## config.mk

```make
export PLATFORM = sky130hd
export DESIGN_NAME = uart_rx_ctrl
export DESIGN_NICKNAME = d
export VERILOG_FILES = /design/src/rtl/uart_rx_ctrl.sv
export SDC_FILE = /design/constraint.sdc
export NUM_CORES = 1
export LEC_CHECK = 0
export CAP_MARGIN = 0
export CORE_MARGIN = 10
export CORE_UTILIZATION = 50
export CTS_CLUSTER_SIZE = 8
export DETAILED_ROUTE_END_ITERATION = 10
export GPL_ROUTABILITY_DRIVEN = 0
export PLACE_DENSITY = 0.76
export SLEW_MARGIN = 20
export SYNTH_ARGS = -nofsm -noshare
export SYNTH_HDL_FRONTEND = slang
export SYNTH_SLANG_ARGS = --single-unit
export TNS_END_PERCENT = 5
```

## constraint.sdc

```tcl
create_clock -name clk -period 2.85 [get_ports clk]
set_input_delay 0.7125 -clock clk [delete_from_list [all_inputs] [get_ports clk]]
set_output_delay 0.7125 -clock clk [all_outputs]
set_load 0.05 [all_outputs]
```

## src/rtl/uart_rx_ctrl.sv

```systemverilog
// UART receiver sequencer with a show-ahead byte FIFO, error counter and busy watchdog.
// Optional build macro UART_RX_CTRL_DROP_OLDEST_EN: overflow overwrites the oldest byte.
module uart_rx_ctrl #(
  parameter int unsigned DEPTH          = 4,
  parameter int unsigned TIMEOUT_CYCLES = 1200,
  parameter int unsigned CNT_W          = 16
) (
  input  logic                     clk,
  input  logic                     rst,
  input  logic                     start,
  input  logic                     stop,
  input  logic [7:0]               rx_data,
  input  logic                     rx_ready,
  input  logic                     rx_busy,
  input  logic                     rx_err,
  output logic                     rx_enable,
  output logic [7:0]               out_data,
  output logic                     out_valid,
  input  logic                     out_ready,
  output logic [$clog2(DEPTH):0]   count,
  output logic                     overrun,
  output logic [7:0]               err_count,
  output logic [1:0]               state
);

  localparam int unsigned AW = $clog2(DEPTH);

  typedef enum logic [1:0] {
    StIdle  = 2'd0,
    StArmed = 2'd1,
    StRecv  = 2'd2,
    StFlush = 2'd3
  } state_e;

  state_e            state_q, state_d;
  logic [CNT_W-1:0]  wdog_q, wdog_d;
  logic              timeout;
  logic              rx_enable_q;

  always_comb begin
    state_d = state_q;
    wdog_d  = wdog_q;
    timeout = 1'b0;
    unique case (state_q)
      StIdle: begin
        if (start) state_d = StArmed;
      end
      StArmed: begin
        if (rx_busy) begin
          state_d = StRecv;
          wdog_d  = '0;
        end
      end
      StRecv: begin
        wdog_d = wdog_q + CNT_W'(1);
        if (!rx_busy) begin
          state_d = StArmed;
        end else if (wdog_q == CNT_W'(TIMEOUT_CYCLES - 1)) begin
          state_d = StFlush;
          wdog_d  = '0;
          timeout = 1'b1;
        end
      end
      StFlush: begin
        state_d = StArmed;
      end
      default: state_d = StIdle;
    endcase
    // stop overrides everything, including a timeout landing on the same cycle
    if (stop) begin
      state_d = StIdle;
      wdog_d  = '0;
      timeout = 1'b0;
    end
  end

  always_ff @(posedge clk or posedge rst) begin
    if (rst) begin
      state_q     <= StIdle;
      wdog_q      <= '0;
      rx_enable_q <= 1'b0;
    end else begin
      state_q     <= state_d;
      wdog_q      <= wdog_d;
      rx_enable_q <= (state_d == StArmed) || (state_d == StRecv);
    end
  end

  assign rx_enable = rx_enable_q;
  assign state     = state_q;

  // Byte FIFO
  logic [7:0]    mem_q [DEPTH];
  logic [AW-1:0] wr_q, wr_d, rd_q, rd_d;
  logic [AW:0]   count_q, count_d;
  logic          rdy_q;
  logic          overrun_q, overrun_d;
  logic          push, pop, full, ovf, wr_en, rd_adv;

  assign push      = rx_ready & ~rdy_q;
  assign out_valid = (count_q != '0);
  assign pop       = out_valid & out_ready;
  assign full      = (count_q == (AW+1)'(DEPTH));
  assign out_data  = mem_q[rd_q];
  assign count     = count_q;
  assign overrun   = overrun_q;

  always_comb begin
    ovf    = push & full & ~pop;
    wr_en  = push & (~full | pop);
    rd_adv = pop;
`ifdef UART_RX_CTRL_DROP_OLDEST_EN
    // Full: tail equals head, so writing there and advancing both discards the oldest
    if (ovf) begin
      wr_en  = 1'b1;
      rd_adv = 1'b1;
    end
`endif
    wr_d    = wr_en ? wr_q + AW'(1) : wr_q;
    rd_d    = rd_adv ? rd_q + AW'(1) : rd_q;
    count_d = count_q;
    if (wr_en && !rd_adv)      count_d = count_q + (AW+1)'(1);
    else if (rd_adv && !wr_en) count_d = count_q - (AW+1)'(1);
    overrun_d = overrun_q;
    if (start) overrun_d = 1'b0;
    if (ovf)   overrun_d = 1'b1;
  end

  always_ff @(posedge clk or posedge rst) begin
    if (rst) begin
      for (int i = 0; i < DEPTH; i++) mem_q[i] <= '0;
    end else if (wr_en) begin
      mem_q[wr_q] <= rx_data;
    end
  end

  always_ff @(posedge clk or posedge rst) begin
    if (rst) begin
      wr_q      <= '0;
      rd_q      <= '0;
      count_q   <= '0;
      rdy_q     <= 1'b0;
      overrun_q <= 1'b0;
    end else begin
      wr_q      <= wr_d;
      rd_q      <= rd_d;
      count_q   <= count_d;
      rdy_q     <= rx_ready;
      overrun_q <= overrun_d;
    end
  end

  // Error counter: rx_err and timeout may both land in one cycle
  logic [8:0] err_sum;
  logic [7:0] err_q;

  assign err_sum   = {1'b0, err_q} + {8'd0, rx_err} + {8'd0, timeout};
  assign err_count = err_q;

  always_ff @(posedge clk or posedge rst) begin
    if (rst) begin
      err_q <= '0;
    end else begin
      err_q <= err_sum[8] ? 8'hFF : err_sum[7:0];
    end
  end

endmodule

```

==> impl_summary.log, run 1 <==
[metrics] Overall Global Routing Usage: 13.7%
[metrics] pin count of the biggest net entering global routing: 43
[metrics] cells taking the most area after synthesis: sky130_fd_sc_hd__dfrtp_1 (52%), sky130_fd_sc_hd__mux2_2 (11%), sky130_fd_sc_hd__mux4_2 (5.6%)
[metrics] pre-CTS WS: -0.000392 ns
[metrics] number of primary I/O pins: 40
[metrics] switching pwr: 1.75 mW
[metrics] tightest slew margin relative to the limit: 58.8%
[metrics] part of the power in the clock network: 18.6%
[metrics] fraction of power consumed by combinational cells: 44.4%
[metrics] final routed wire length divided by cell count: 16.5 µm
[metrics] area fraction of the dominant cell type after synthesis: 52.5%
[metrics] most common flop cell mapped by yosys: sky130_fd_sc_hd__dfrtp_1
[metrics] register-to-register path setup slack: 0.01 ns
[metrics] clock sink total: 68
[metrics] number of clock buffers inserted by TritonCTS: 9
[metrics] hold violation total from the final report: 0
[metrics] switching power as a share of total power: 40.8%
[metrics] initial antenna violation count: 0
[metrics] Residual DRC: 0
[metrics] synthesized instance count: 263
[metrics] antenna-violating nets left: 0
[metrics] chip height: 101 µm
[metrics] CP endpoint kind: register
[metrics] Die X: 101 µm
[metrics] most common library cells after synthesis: sky130_fd_sc_hd__dfrtp_1 (68), sky130_fd_sc_hd__mux2_2 (33), sky130_fd_sc_hd__nand2_1 (22), sky130_fd_sc_hd__nand3_1 (11)
[metrics] classification of the worst-slack hold path: reg -> reg
[metrics] achievable frequency: 0.353 GHz
[metrics] worst-case hold slack: 0.504 ns
[metrics] Routed Wire Length: 6680 µm
[metrics] number of nets in the synthesized netlist: 287
[metrics] area enclosed by the die boundary: 10100 µm²
[metrics] Layout Skew: 0.00683 ns
[metrics] post-synthesis cell type count: 50
[metrics] fill count: 488
[metrics] Layout Area Growth over Synthesis: 25.6%
[metrics] net count reported at finish: 346
[metrics] count of flip-flops with a built-in enable after synthesis: 0
[metrics] Slew @ Worst Pin: 0.619 ns
[metrics] area of the core: 6310 µm²
[metrics] DP HPWL: 4600 µm
[metrics] part of the cycle the worst path needs: 99.5%
[metrics] most used standard cell by instance count after synthesis: sky130_fd_sc_hd__dfrtp_1
[metrics] total power divided by cell area: 1050 nW/µm²
[metrics] flip-flop and latch area: 1700 µm²
[metrics] wire length of the first global-routing pass: 11200 µm
[metrics] initial standard-cell utilization of the core: 51.4%
[metrics] final setup violating endpoints: 0
[metrics] number of warnings reported in the yosys synthesis log: 0
[metrics] clock tree from TritonCTS: done
[metrics] number of cells in the design after placement: 383
[metrics] Worst Setup Slack, final: 0.0143 ns
[metrics] part of the Yosys area used for sequential elements: 52.5%
[metrics] launching element type of the critical path: register
[metrics] maximum resistive drop on vdd: 0.736 mV
[metrics] Buffers on Ports: 39
[metrics] detailed-route via count: 2251
[metrics] 1st-iter DRT viols: 55
[metrics] Crit Path Category: reg -> reg
[metrics] library cell used as clock root buffer: sky130_fd_sc_hd__clkbuf_8
[metrics] internal power: 2.54 mW
[metrics] RSZ-0062 raised after global routing: true
[metrics] Hold-fix buffers, CTS: 0
[metrics] count of antenna diodes in the layout: 0
[metrics] Lkg Pwr: 1.78 nW
[metrics] fraction of synthesis flops using an asynchronous set or reset pin: 100%
[metrics] vias in the first global route: 2305
[metrics] total of max-cap violations: 0
[metrics] global route overflow: 0
[metrics] Sum Neg Setup Slack: 0 ns
[metrics] outcome: complete, no violations
[metrics] count of state elements after synthesis: 68
[metrics] shortest period the worst path allows: 2.84 ns
[metrics] top cell type by total area after synthesis: sky130_fd_sc_hd__dfrtp_1
[metrics] peak fanout along the critical path: 5
[metrics] average via count per standard cell: 5.57
[metrics] count of non-filler cells in the finished layout: 404
[metrics] multi-input logic area: 1530 µm²
[metrics] number of iterations in the first detailed-routing pass: 4
[metrics] Max Slew Vio Count: 0
[metrics] portion of total power attributed to sequential cells: 37.0%
[metrics] clock-pin slew reported for the worst setup and hold paths after clock tree synthesis: 0.08 ns
[metrics] number of levels in the clock H-tree: 3
[metrics] cell area after synthesis: 3240 µm²
[metrics] site row count: 29
[metrics] required time worst endpoint: 3.09 ns
[metrics] buffer depth of the longest clock path: 2
[metrics] ratio of cells with drive above 1 in the final layout: 31.2%
[metrics] clock insertion delay at the later pin of the skew report: 0.35 ns
[metrics] Critical Path AT: 3.07 ns
[metrics] post-synthesis area per instance: 12.3 µm²
routing by layer:
layer | vias up | global-route usage, % | share of wire, %
met1 | 1129 | 16.7 | 45
met5 | - | 0 | 0
met3 | 7 | 5.21 | 5.0
met2 | 36 | 22.0 | 50
met4 | 0 | 4.57 | 0.79
li1 | 1079 | - | -
area by class of cell:
cell class | count | area share (%)
clock buffer | 9 | 3.04
clock inverter | 7 | 1.84
inverter | 9 | 0.829
multi-input combinational | 177 | 37.4
sequential | 68 | 41.8
tap | 77 | 2.36
timing repair buffer | 57 | 12.7
placed cells by master, fill, tap and decap left out, types with 2 or more instances in the layout:
cell,n
sky130_fd_sc_hd__o211ai_1,3
sky130_fd_sc_hd__a31oi_1,4
sky130_fd_sc_hd__o21a_1,2
sky130_fd_sc_hd__and3_4,2
sky130_fd_sc_hd__mux2_2,33
sky130_fd_sc_hd__dfrtp_1,68
sky130_fd_sc_hd__ha_1,5
sky130_fd_sc_hd__clkbuf_8,9
sky130_fd_sc_hd__o21ai_0,6
sky130_fd_sc_hd__xnor2_1,7
sky130_fd_sc_hd__buf_4,25
sky130_fd_sc_hd__inv_6,2
sky130_fd_sc_hd__a22o_1,2
sky130_fd_sc_hd__or3_1,3
sky130_fd_sc_hd__nand3b_1,3
sky130_fd_sc_hd__nand2_1,22
sky130_fd_sc_hd__o21ai_2,4
sky130_fd_sc_hd__nand4_1,2
sky130_fd_sc_hd__a41oi_1,2
sky130_fd_sc_hd__nor2_1,6
sky130_fd_sc_hd__clkinv_4,2
sky130_fd_sc_hd__nand2b_1,2
sky130_fd_sc_hd__and2_1,2
sky130_fd_sc_hd__nor3_1,6
sky130_fd_sc_hd__and3_1,3
sky130_fd_sc_hd__clkdlybuf4s50_1,31
sky130_fd_sc_hd__or4b_4,2
sky130_fd_sc_hd__clkinv_2,2
sky130_fd_sc_hd__mux4_2,8
sky130_fd_sc_hd__xor2_1,2
sky130_fd_sc_hd__nor3b_1,2
sky130_fd_sc_hd__inv_1,8
sky130_fd_sc_hd__nand3_1,9
sky130_fd_sc_hd__a21oi_1,9
sky130_fd_sc_hd__a21o_1,3
sequential cells by signal (all words and copies together), names as in the netlist:
signal,count
rdy_q,1
rx_enable,1
mem_q,32
wr_q,2
wdog_q,16
state,2
count,3
overrun,1
rd_q,2
err_count,8
worst max-delay path, stage by stage, from the launching register on:
cell and delay (ns):
sky130_fd_sc_hd__dfrtp_1 0.44, sky130_fd_sc_hd__or4b_4 0.56, sky130_fd_sc_hd__nor4_4 0.31, sky130_fd_sc_hd__nand3_2 0.15, sky130_fd_sc_hd__nor3_4 0.24, sky130_fd_sc_hd__fa_2 0.26
sky130_fd_sc_hd__and3_4 0.20, sky130_fd_sc_hd__and2_4 0.15, sky130_fd_sc_hd__and3_4 0.22, sky130_fd_sc_hd__nand3b_1 0.08, sky130_fd_sc_hd__o21a_1 0.11
cell families (layout without fill, tap and decap cells):
family                     after synthesis  in the layout  share of synthesized area, %
and+or+nand+nor                         75             75                          13.0
DFF                                     68             68                          52.5
AOI/OAI and AO/OA                       43             43                          8.80
muxes                                   42             42                          17.3
buffers and inverters                   18             82                          2.39
xor gates and xnor gates                 9              9                          2.43
adders and majority gates                8              8                          3.55
power groups by stage:
stage / sequential, mW / combinational (mW) / clock [mW]
CTS: 1.58 / 1.89 / 0.820
global placement: 1.58 / 1.86 / 0
global route: 1.64 / 2.03 / 0.865
detailed placement: 1.60 / 1.89 / 0
floorplan: 1.73 / 1.20 / 0
finish: 1.59 / 1.91 / 0.799
stage by stage:
step                      util (%)  total power, mW  area [µm²]
final                         64.5             4.29        4070
after global routing          64.5             4.53        4070
after CTS                     63.3             4.29        4000
after detailed placement      60.1             3.49        3790
after global placement        60.1             3.43        3790
after floorplan                  -             2.93        3260
what timing repair did:
item	in CTS	in global routing
setup endpoints to repair	3	7
resized for setup	1	11
pin swaps	0	5
buffers inserted	0	5
worst paths after layout:
| check | start | to | cells after the start |
|---|---|---|---|
| setup reg to reg | wdog_q[11]$_DFFE_PP0P_ | err_count[6]$_DFF_PP0_ | 10 |
| hold reg to reg | mem_q[4]$_DFFE_PP0P_ | mem_q[4]$_DFFE_PP0P_ | 1 |
| min in group asynchronous | rst | err_count[5]$_DFF_PP0_ | 2 |
| hold / removal | mem_q[4]$_DFFE_PP0P_ | mem_q[4]$_DFFE_PP0P_ | 1 |
| setup / recovery | wdog_q[11]$_DFFE_PP0P_ | err_count[6]$_DFF_PP0_ | 10 |
| max in group asynchronous | rst | mem_q[2]$_DFFE_PP0P_ | 3 |
No activity file was read; power rests on OpenSTA's default activity.
==> run 2: changes to the inputs <==
--- a/config.mk
+++ b/config.mk
@@ -12,6 +12,7 @@
 export DETAILED_ROUTE_END_ITERATION = 10
 export GPL_ROUTABILITY_DRIVEN = 0
 export PLACE_DENSITY = 0.76
+export REMOVE_ABC_BUFFERS = 1
 export SLEW_MARGIN = 20
 export SYNTH_ARGS = -nofsm -noshare
 export SYNTH_HDL_FRONTEND = slang
==> impl_summary.log, run 2 (synthesized netlist as in run 1, its figures left out) <==
[metrics] outcome: complete, no violations
[metrics] chip height: 101 µm
[metrics] clock sink total: 68
[metrics] leading cell types in the layout, fill and taps excluded: sky130_fd_sc_hd__dfrtp_1 (68), sky130_fd_sc_hd__mux2_2 (33), sky130_fd_sc_hd__clkdlybuf4s50_1 (31), sky130_fd_sc_hd__buf_4 (24), sky130_fd_sc_hd__nand2_1 (22)
[metrics] Buffers on Ports: 39
[metrics] Slew @ Worst Pin: 0.620 ns
[metrics] ratio of cells with drive above 1 in the final layout: 29.6%
[metrics] DP HPWL: 4860 µm
[metrics] leading cell type in the layout, fill and taps excluded: sky130_fd_sc_hd__dfrtp_1
[metrics] switching pwr: 1.73 mW
[metrics] Overall Global Routing Usage: 14.2%
[metrics] part of the cycle the worst path needs: 95.8%
[metrics] classification of the worst-slack hold path: reg -> reg
[metrics] Layout Area Growth over Synthesis: 26.7%
[metrics] shortest period the worst path allows: 2.73 ns
[metrics] Max Slew Vio Count: 0
[metrics] Routed Wire Length: 6760 µm
[metrics] number of primary I/O pins: 40
[metrics] part of the power in the clock network: 20.3%
[metrics] Max stage delay on crit path: 0.48 ns
[metrics] pre-CTS WS: -0.0177 ns
[metrics] Lkg Pwr: 1.80 nW
[metrics] hold violation total from the final report: 0
[metrics] pin count of the biggest net entering global routing: 25
[metrics] switching power as a share of total power: 39.5%
[metrics] vias in the first global route: 2423
[metrics] peak fanout along the critical path: 4
[metrics] Worst Setup Slack, final: 0.121 ns
[metrics] Largest register FFs: 32
[metrics] clock-pin slew reported for the worst setup and hold paths after clock tree synthesis: 0.08 ns
[metrics] final routed wire length divided by cell count: 16.7 µm
[metrics] internal power: 2.64 mW
[metrics] Hold-fix buffers, CTS: 0
[metrics] count of non-filler cells in the finished layout: 405
[metrics] tightest slew margin relative to the limit: 58.7%
[metrics] total power divided by cell area: 1060 nW/µm²
[metrics] Post-DP Area: 3850 µm²
[metrics] Residual DRC: 0
[metrics] achievable frequency: 0.366 GHz
[metrics] final setup violating endpoints: 0
[metrics] Crit Path Category: reg -> reg
[metrics] count of antenna diodes in the layout: 0
[metrics] final std cell area, no fill: 4110 µm²
[metrics] initial standard-cell utilization of the core: 51.4%
[metrics] count of buffer and inverter cells on the critical path: 0
[metrics] portion of total power attributed to sequential cells: 36.3%
[metrics] required time worst endpoint: 3.08 ns
[metrics] number of cells in the design after placement: 389
[metrics] CP max-delay cell: sky130_fd_sc_hd__or4b_4
[metrics] clock tree from TritonCTS: done
[metrics] clock insertion delay at the later pin of the skew report: 0.34 ns
[metrics] antenna-violating nets left: 0
[metrics] number of clock buffers inserted by TritonCTS: 9
[metrics] launching element type of the critical path: register
[metrics] Sum Neg Setup Slack: 0 ns
[metrics] fraction of power consumed by combinational cells: 43.4%
[metrics] net count reported at finish: 347
[metrics] buffer depth of the longest clock path: 2
[metrics] fill count: 511
[metrics] maximum resistive drop on vdd: 1.07 mV
[metrics] CP endpoint kind: register
[metrics] area enclosed by the die boundary: 10100 µm²
[metrics] number of levels in the clock H-tree: 3
[metrics] site row count: 29
[metrics] Layout Skew: 0.00763 ns
[metrics] wire length of the first global-routing pass: 11600 µm
[metrics] global route overflow: 0
[metrics] total of max-cap violations: 0
[metrics] initial antenna violation count: 0
[metrics] detailed-route via count: 2250
[metrics] number of iterations in the first detailed-routing pass: 4
[metrics] area of the core: 6310 µm²
[metrics] 1st-iter DRT viols: 82
[metrics] postcts setup bufs: 0
[metrics] cell family with most CP delay: simple AND/OR/NAND/NOR gates
[metrics] library cell used as clock root buffer: sky130_fd_sc_hd__clkbuf_8
[metrics] average via count per standard cell: 5.56
[metrics] Critical Path AT: 2.96 ns
[metrics] Die X: 101 µm
[metrics] Critical Path, Cell by Cell: ha_1 > or4b_4 > nor4_4 > nand3_2 > nor3_2 > fa_2 > and3_1 > and2_1 > and3_4 > nand3b_1 > o21a_1
[metrics] power after layout: 4.37 mW
[metrics] largest register by flop count: mem_q
-- run 2: changes by cell type in the layout (fill, tap and decap cells not counted), moves of 2 or more --
cell and change:
sky130_fd_sc_hd__buf_12 +2, sky130_fd_sc_hd__clkinv_2 -2, sky130_fd_sc_hd__inv_6 -2, sky130_fd_sc_hd__o21ai_0 +2, sky130_fd_sc_hd__o21ai_2 -2
-- run 2: path summary, 6_finish.rpt --
| path | cells past startpoint | from | to | slack (ns) |
|---|---|---|---|---|
| worst max register to register | 11 | wdog_q[0]$_DFFE_PP0P_ | err_count[6]$_DFF_PP0_ | 0.12 |
| worst min-delay path | 1 | mem_q[3]$_DFFE_PP0P_ | mem_q[3]$_DFFE_PP0P_ | 0.50 |
| worst max-delay path | 11 | wdog_q[0]$_DFFE_PP0P_ | err_count[6]$_DFF_PP0_ | 0.12 |
| worst min register to register | 1 | mem_q[3]$_DFFE_PP0P_ | mem_q[3]$_DFFE_PP0P_ | 0.50 |
| max in group asynchronous | 3 | rst | rd_q[1]$_DFFE_PP0P_ | 1.59 |
| min in group asynchronous | 2 | rst | wdog_q[5]$_DFFE_PP0P_ | 0.74 |
-- run 2: power by group through the flow --
stage	clock, mW	combinational, mW	sequential [mW]
floorplan	0	1.14	1.78
global placement	0	1.87	1.58
detailed placement	0	1.91	1.60
CTS	0.912	1.92	1.59
global route	0.954	2.02	1.64
finish	0.889	1.89	1.58
-- run 2: routing by layer --
metal	GRT usage, %	vias to the layer above	routed length, µm
met4	3.48	0	31
met3	5.90	4	389
li1	-	1088	-
met5	0	-	0
met2	24.7	42	3470
met1	15.7	1116	2870
-- run 2: timing repair --
item	4_1_cts	5_1_grt
pin swaps	0	1
hold endpoints to repair	0	0
resized for setup	1	8
gates cloned	0	0
endpoints found under the setup margin	4	8
-- run 2: cell type report --
cell class | count | area [µm²] | share of cell area, %
Inverter | 9 | 33.8 | 0.822
Sequential cell | 68 | 1700 | 41.4
Clock inverter | 5 | 85.1 | 2.07
Multi-Input combinational cell | 177 | 1500 | 36.5
Tap cell | 77 | 96.3 | 2.34
Timing Repair Buffer | 58 | 551 | 13.4
Clock buffer | 11 | 141 | 3.44
-- run 2: per-stage QoR --
stage	utilization (%)	hold slack, ns
floorplan	-	0.442
global placement	60.9	0.473
detailed placement	60.9	0.488
CTS	64.6	0.499
global route	65.1	0.523
finish	65.1	0.502
==> run 3: changes to the inputs <==
--- a/config.mk
+++ b/config.mk
@@ -6,6 +6,7 @@
 export NUM_CORES = 1
 export LEC_CHECK = 0
 export CAP_MARGIN = 0
+export CORE_ASPECT_RATIO = 1.5
 export CORE_MARGIN = 10
 export CORE_UTILIZATION = 50
 export CTS_CLUSTER_SIZE = 8
==> impl_summary.log, run 3 (synthesized netlist as in run 1, its figures left out) <==
[metrics] clock tree from TritonCTS: done
[metrics] end of the worst register-to-register path: err_count[6]$_DFF_PP0_
[metrics] library cell used as clock root buffer: sky130_fd_sc_hd__clkbuf_8
[metrics] portion of total power attributed to sequential cells: 34.6%
[metrics] RSZ-0062 raised after global routing: true
[metrics] average via count per standard cell: 5.63
[metrics] total power divided by cell area: 1100 nW/µm²
[metrics] fill count: 475
[metrics] detailed-route via count: 2265
[metrics] hold violation total from the final report: 0
[metrics] buffer depth of the longest clock path: 2
[metrics] wire length of the first global-routing pass: 11400 µm
[metrics] number of primary I/O pins: 40
[metrics] tightest slew margin relative to the limit: 62.3%
[metrics] pin count of the biggest net entering global routing: 45
[metrics] area of the core: 6220 µm²
[metrics] total of max-cap violations: 0
[metrics] final setup violating endpoints: 1
[metrics] leading cell types in the layout, fill and taps excluded: sky130_fd_sc_hd__dfrtp_1 (68), sky130_fd_sc_hd__mux2_2 (33), sky130_fd_sc_hd__clkdlybuf4s50_1 (31), sky130_fd_sc_hd__buf_4 (26), sky130_fd_sc_hd__nand2_1 (22)
[metrics] outcome: complete, but fails checks
[metrics] part of the cycle the worst path needs: 100%
[metrics] count of antenna diodes in the layout: 0
[metrics] vias in the first global route: 2353
[metrics] area enclosed by the die boundary: 10200 µm²
[metrics] launching element type of the critical path: register
[metrics] Critical Path AT: 3.10 ns
[metrics] Routed Wire Length: 6790 µm
[metrics] final routed wire length divided by cell count: 16.9 µm
[metrics] startpoint of the most critical register-to-register path: wdog_q[1]$_DFFE_PP0P_
[metrics] Critical Path, Cell by Cell: ha_2 > or4b_4 > nor4_4 > nand3_1 > nor3_2 > fa_2 > and3_4 > and2_4 > and3_4 > nand3b_1 > o21a_1
[metrics] Sum Neg Setup Slack: -0.0119 ns
[metrics] number of clock buffers inserted by TritonCTS: 9
[metrics] CP endpoint kind: register
[metrics] classification of the worst-slack hold path: reg -> reg
[metrics] register-to-register path setup slack: -0.01 ns
[metrics] DP HPWL: 4780 µm
[metrics] failing checks: negative setup slack
[metrics] final std cell area, no fill: 4140 µm²
[metrics] Lkg Pwr: 1.81 nW
[metrics] Overall Global Routing Usage: 13.7%
[metrics] core utilization of the finished layout: 66.5%
[metrics] chip height: 119 µm
[metrics] depth of the worst register-to-register path: 11
[metrics] Buffers on Ports: 39
[metrics] antenna-violating nets left: 0
[metrics] switching power as a share of total power: 38.3%
[metrics] net count reported at finish: 347
[metrics] worst hold path endpoint: mem_q[11]$_DFFE_PP0P_
[metrics] pre-CTS WS: 0.0145 ns
[metrics] required time worst endpoint: 3.09 ns
[metrics] count of non-filler cells in the finished layout: 402
[metrics] clock sink total: 68
[metrics] initial standard-cell utilization of the core: 52.2%
[metrics] shortest period the worst path allows: 2.86 ns
[metrics] Max Slew Vio Count: 0
[metrics] CP max-delay cell: sky130_fd_sc_hd__or4b_4
[metrics] multi-input logic area: 1510 µm²
[metrics] 1st-iter DRT viols: 88
[metrics] Largest register FFs: 32
[metrics] Max stage delay on crit path: 0.47 ns
[metrics] site row count: 35
[metrics] fraction of power consumed by combinational cells: 42.0%
[metrics] Layout Skew: 0.00998 ns
[metrics] initial antenna violation count: 0
[metrics] highest metal layer with signal wires: met4
[metrics] launch point of the worst hold path: mem_q[11]$_DFFE_PP0P_
[metrics] Worst Setup Slack, final: -0.0119 ns
[metrics] maximum resistive drop on vdd: 0.471 mV
[metrics] leading cell type in the layout, fill and taps excluded: sky130_fd_sc_hd__dfrtp_1
[metrics] sum of met3 wire segment lengths after detailed routing: 345 µm
[metrics] flip-flop and latch area: 1700 µm²
[metrics] dominant cell type by count on the critical path: sky130_fd_sc_hd__and3_4
[metrics] largest register by flop count: mem_q
[metrics] clock-pin slew reported for the worst setup and hold paths after clock tree synthesis: 0.08 ns
[metrics] Post-DP Area: 3810 µm²
[metrics] Routed met1 length: 2850 µm
[metrics] Residual DRC: 0
[metrics] number of cells in the design after placement: 385
[metrics] number of iterations in the first detailed-routing pass: 4
[metrics] number of levels in the clock H-tree: 3
[metrics] switching pwr: 1.75 mW
[metrics] Crit Path Category: reg -> reg
[metrics] Layout Area Growth over Synthesis: 27.5%
[metrics] cell count of the worst hold path: 1
[metrics] peak fanout along the critical path: 4
[metrics] Slew @ Worst Pin: 0.566 ns
[metrics] internal power: 2.82 mW
[metrics] Die X: 85.8 µm
[metrics] routed wl met2: 3490 µm
[metrics] global route overflow: 0
[metrics] clock insertion delay at the later pin of the skew report: 0.34 ns
[metrics] power after layout: 4.56 mW
[metrics] worst-case hold slack: 0.503 ns
[metrics] part of the power in the clock network: 23.4%
[metrics] achievable frequency: 0.349 GHz
[metrics] ratio of cells with drive above 1 in the final layout: 31.1%
[run 3: changes by cell type in the layout (fill, tap and decap cells not counted), moves of 2 or more]
cell                        before  now
sky130_fd_sc_hd__buf_12          3    1
sky130_fd_sc_hd__o21ai_2         2    4
sky130_fd_sc_hd__o21ai_0         8    6
sky130_fd_sc_hd__clkinv_4        2    0
sky130_fd_sc_hd__bufinv_16       2    4
sky130_fd_sc_hd__buf_4          24   26
sky130_fd_sc_hd__inv_6           0    2
[run 3: metal layers]
metal,global-route usage [%],vias to the layer above
li1,-,1085
met1,15.3,1116
met2,23.6,52
met3,3.99,12
met4,5.06,0
met5,0,-
[run 3: worst max-delay path, delay by kind of cell, from the launching register on]
family,cells,cell delay (ns)
simple gates,8,1.83
fa+ha+maj,2,0.43
compound gates,1,0.12
flops,1,0.37
[run 3: repair_timing]
action,in CTS,in global routing
setup endpoints to repair,1,8
resized for setup,1,15
hold buffers,0,0
setup buffers,0,1
pin swaps,0,5
[run 3: how the worst max path moves through the flow]
stage                          startpoint                     end  slack, ns  depth (start not counted)
floorplan           wdog_q[0]$_DFFE_PP0P_  err_count[5]$_DFF_PP0_       -0.1                         11
global placement    wdog_q[0]$_DFFE_PP0P_  err_count[3]$_DFF_PP0_       0.13                         11
detailed placement  wdog_q[1]$_DFFE_PP0P_  err_count[3]$_DFF_PP0_       0.01                         11
CTS                 wdog_q[1]$_DFFE_PP0P_  err_count[3]$_DFF_PP0_       0.05                         11
global route        wdog_q[1]$_DFFE_PP0P_  err_count[0]$_DFF_PP0_      -0.14                         11
finish              wdog_q[1]$_DFFE_PP0P_  err_count[6]$_DFF_PP0_      -0.01                         11
[run 3: power groups by stage]
stage	clock [mW]	combinational [mW]	sequential [mW]
2_1_floorplan	0	1.14	1.78
3_3_place_gp	0	1.88	1.57
3_5_place_dp	0	1.91	1.59
4_1_cts	1.08	1.92	1.58
5_1_grt	1.13	2.03	1.63
6_report	1.07	1.92	1.58
[run 3: cell type report]
cell class | instances | share of cell area, %
timing repair buffer | 58 | 12.7
clock inverter | 7 | 3.51
tap | 74 | 2.24
sequential | 68 | 41.1
multi-input combinational | 177 | 36.6
clock buffer | 9 | 2.99
inverter | 9 | 0.817
==> RTL change 1 (settings of run 3) <==
Make the reset (`rst`) synchronous in 4 clocked blocks.
--- a/src/rtl/uart_rx_ctrl.sv
+++ b/src/rtl/uart_rx_ctrl.sv
@@ -74,7 +74,7 @@
     end
   end
 
-  always_ff @(posedge clk or posedge rst) begin
+  always_ff @(posedge clk) begin
     if (rst) begin
       state_q     <= StIdle;
       wdog_q      <= '0;
@@ -126,7 +126,7 @@
     if (ovf)   overrun_d = 1'b1;
   end
 
-  always_ff @(posedge clk or posedge rst) begin
+  always_ff @(posedge clk) begin
     if (rst) begin
       for (int i = 0; i < DEPTH; i++) mem_q[i] <= '0;
     end else if (wr_en) begin
@@ -134,7 +134,7 @@
     end
   end
 
-  always_ff @(posedge clk or posedge rst) begin
+  always_ff @(posedge clk) begin
     if (rst) begin
       wr_q      <= '0;
       rd_q      <= '0;
@@ -157,7 +157,7 @@
   assign err_sum   = {1'b0, err_q} + {8'd0, rx_err} + {8'd0, timeout};
   assign err_count = err_q;
 
-  always_ff @(posedge clk or posedge rst) begin
+  always_ff @(posedge clk) begin
     if (rst) begin
       err_q <= '0;
     end else begin
Formal check against the unedited RTL: differs if rst is asserted again (counterexample within 4 cycles, from zero or initial values and one cycle with rst high); with rst held inactive, the same outputs for 10 cycles.
==> RTL change 1 against run 3 <==
- area after synthesis down 0.89%
- sequential cell count increased by 2
- critical path depth is 2 lower
- sequential share of layout area rose by 3.2 points
- final area shrank 6.2%
- die area decreased by 0.71%
- non-clock buffer count is 9 lower
- wire length shrank 4.8%
- worst setup slack improved by 220 ps
Power is not compared: it rests on default switching activity, and its combinational part moved more than twofold at a synthesized area within 25%.
==> RTL change 1: results (changes against run 3) <==
status: "finished, final reports clean"
rrSetupSlack_ps: 360  # +370 ps
drt_iter0_markers: 172  # +95%
rr_endpoint: "err_count[1]$_SDFF_PP0_"
yosysSeqAreaShare: 0.536  # +0.0109
synth_cell_types: 46  # -8.0%
avgRoutedWirePerCell_um: 15.5  # -8.4%
hpwl_um: 4620  # -3.3%
ctsResizeCount: 3  # +2
multiInputGateArea_um2: 1410  # -6.9%
synth_ff_type: "dfxtp_1"
met2_length_um: 3280  # -6.1%
grt_pass1_vias: 2363  # +0.42%
synth_edf_count: 32  # +32
tightest_slew_ps: 536  # -29.9 ps
vias: 2328  # +2.8%
crit_path_max_incr_delay_ps: 420  # -50 ps
grtUsageTotal: 0.130  # -0.00631
drive_gt1_frac: 0.137  # -0.174
via_per_inst: 5.57  # -1.2%
grt_pass1_wl_um: 10800  # -5.1%
fin_nets: 360  # +3.7%
crit_path_end: "err_count[5]$_SDFF_PP0_"
critPathLaunch: "rx_busy"
drt-met1-wl_um: 2640  # -7.2%
cpMaxStageDelayCell: "clkdlybuf4s50_1"
synth_commonest_cells: "dfxtp_1, edfxtp_1, and2_1"
==> RTL change 1: cell type report <==
type	count	area share
Sequential cell	70	0.444
Multi-Input combinational cell	203	0.364
Timing Repair Buffer	49	0.116
Clock buffer	10	0.0329
Tap cell	74	0.0239
Clock inverter	5	0.0132
Inverter	7	0.00677
==> RTL change 1: kinds of logic (layout without fill, tap and decap cells) <==
| group | after synthesis | in the layout | share of synthesized area |
|---|---|---|---|
| compound gates | 51 | 51 | 0.0919 |
| xor+xnor | 10 | 10 | 0.0272 |
| fa+ha+maj | 4 | 4 | 0.0202 |
| buf+inv | 17 | 71 | 0.0257 |
| flops | 70 | 70 | 0.536 |
| mux | 10 | 10 | 0.0623 |
| simple gates | 128 | 128 | 0.237 |
==> RTL change 1: layer usage <==
metal | vias up | global-route usage
met5 | - | 0
met4 | 0 | 0.0558
met3 | 9 | 0.0502
met2 | 58 | 0.214
met1 | 1107 | 0.146
li1 | 1154 | -
==> RTL change 2 (settings of run 3) <==
Made on the original files. Build with the macro `UART_RX_CTRL_DROP_OLDEST_EN` defined.
--- a/src/rtl/uart_rx_ctrl.sv
+++ b/src/rtl/uart_rx_ctrl.sv
@@ -1,5 +1,7 @@
 // UART receiver sequencer with a show-ahead byte FIFO, error counter and busy watchdog.
 // Optional build macro UART_RX_CTRL_DROP_OLDEST_EN: overflow overwrites the oldest byte.
+`define UART_RX_CTRL_DROP_OLDEST_EN
+
 module uart_rx_ctrl #(
   parameter int unsigned DEPTH          = 4,
   parameter int unsigned TIMEOUT_CYCLES = 1200,
Formal check against the unedited RTL: not equivalent (Yosys sat finds a counterexample within 10 cycles, from zero or initial values and one cycle with rst high).
==> RTL change 2 against run 3 <==
- wire length about the same
- worst setup slack improved by 180 ps
- non-clock buffer count decreased by 5
- area after synthesis increased by 2.0%
- critical path depth decreased by 9
- clock skew decreased by 1.2 ps
- final area decreased by 1.3%
- sequential cell count unchanged
- total power decreased by 3.8%
==> RTL change 2: results (changes against run 3) <==
buf_share: 0.119  # -0.00756
grt_pass1_vias: 2449  # +4.1%
n_fill_cell: 526  # +11%
place_area_um2: 3840  # +0.92%
hpwl_um: 4810  # +0.78%
reg2reg_depth: 9  # -2
critPathTopFamily: "buffers and inverters"
final-clk-cell-share: 0.0585  # -0.00652
buffers: 53  # -8.6%
cpMaxStageDelayCell: "clkdlybuf4s50_1"
crit_path_max_incr_delay_ps: 730  # +260 ps
rr_endpoint: "err_count[3]$_DFF_PP0_"
n_all_inverters: 8  # -1
tightest_slew_ps: 613  # +47.0 ps
ctsResizeCount: 0  # -1
route.met3.wl_um: 234  # -32%
synth.area.top_cells: "dfrtp_1, mux2_2, mux4_2"
multi_input_gates: 190  # +7.3%
yosysSeqAreaShare: 0.515  # -0.0101
critPathLaunch: "count[0]$_DFFE_PP0P_"
rows: 36  # +2.9%
rrSetupSlack_ps: 450  # +460 ps
synth_cell_types: 48  # -4.0%
critPathArrivalTime_ps: 1970  # -1130 ps
fin_nets: 354  # +2.0%
yosys.area_share.adder: 0.0348  # -0.000685
via_per_inst: 5.73  # +1.7%
status: "finished, final reports clean"
[RTL change 2: cell count changes after synthesis, sizes merged, moves of 2 or more]
cell / run 3 / this run
a21o: 4 / 1
a21oi: 10 / 4
a22o: 2 / 4
a31oi: 4 / 2
a41oi: 2 / 0
and3: 5 / 2
clkbuf: 5 / 7
nand2: 22 / 27
nand3: 11 / 9
nand4: 2 / 6
nor2: 6 / 11
nor4b: 1 / 5
o21ai: 10 / 16
xnor2: 7 / 9
[RTL change 2: worst register-to-register path, delay by kind of cell, from the launching register on]
kind	cells	cell delay [ps]
simple gates	6	1050
fa+ha+maj	2	640
flops	1	450
compound gates	1	130
[RTL change 2: where the power goes]
part / total [mW] / leakage (nW) / switching, mW / internal (mW)
clock: 0.948 / 0.115 / 0.371 / 0.577
sequential: 1.57 / 0.852 / 0.272 / 1.30
combinational: 1.87 / 0.765 / 1.06 / 0.815
total: 4.39 / 1.73 / 1.70 / 2.69
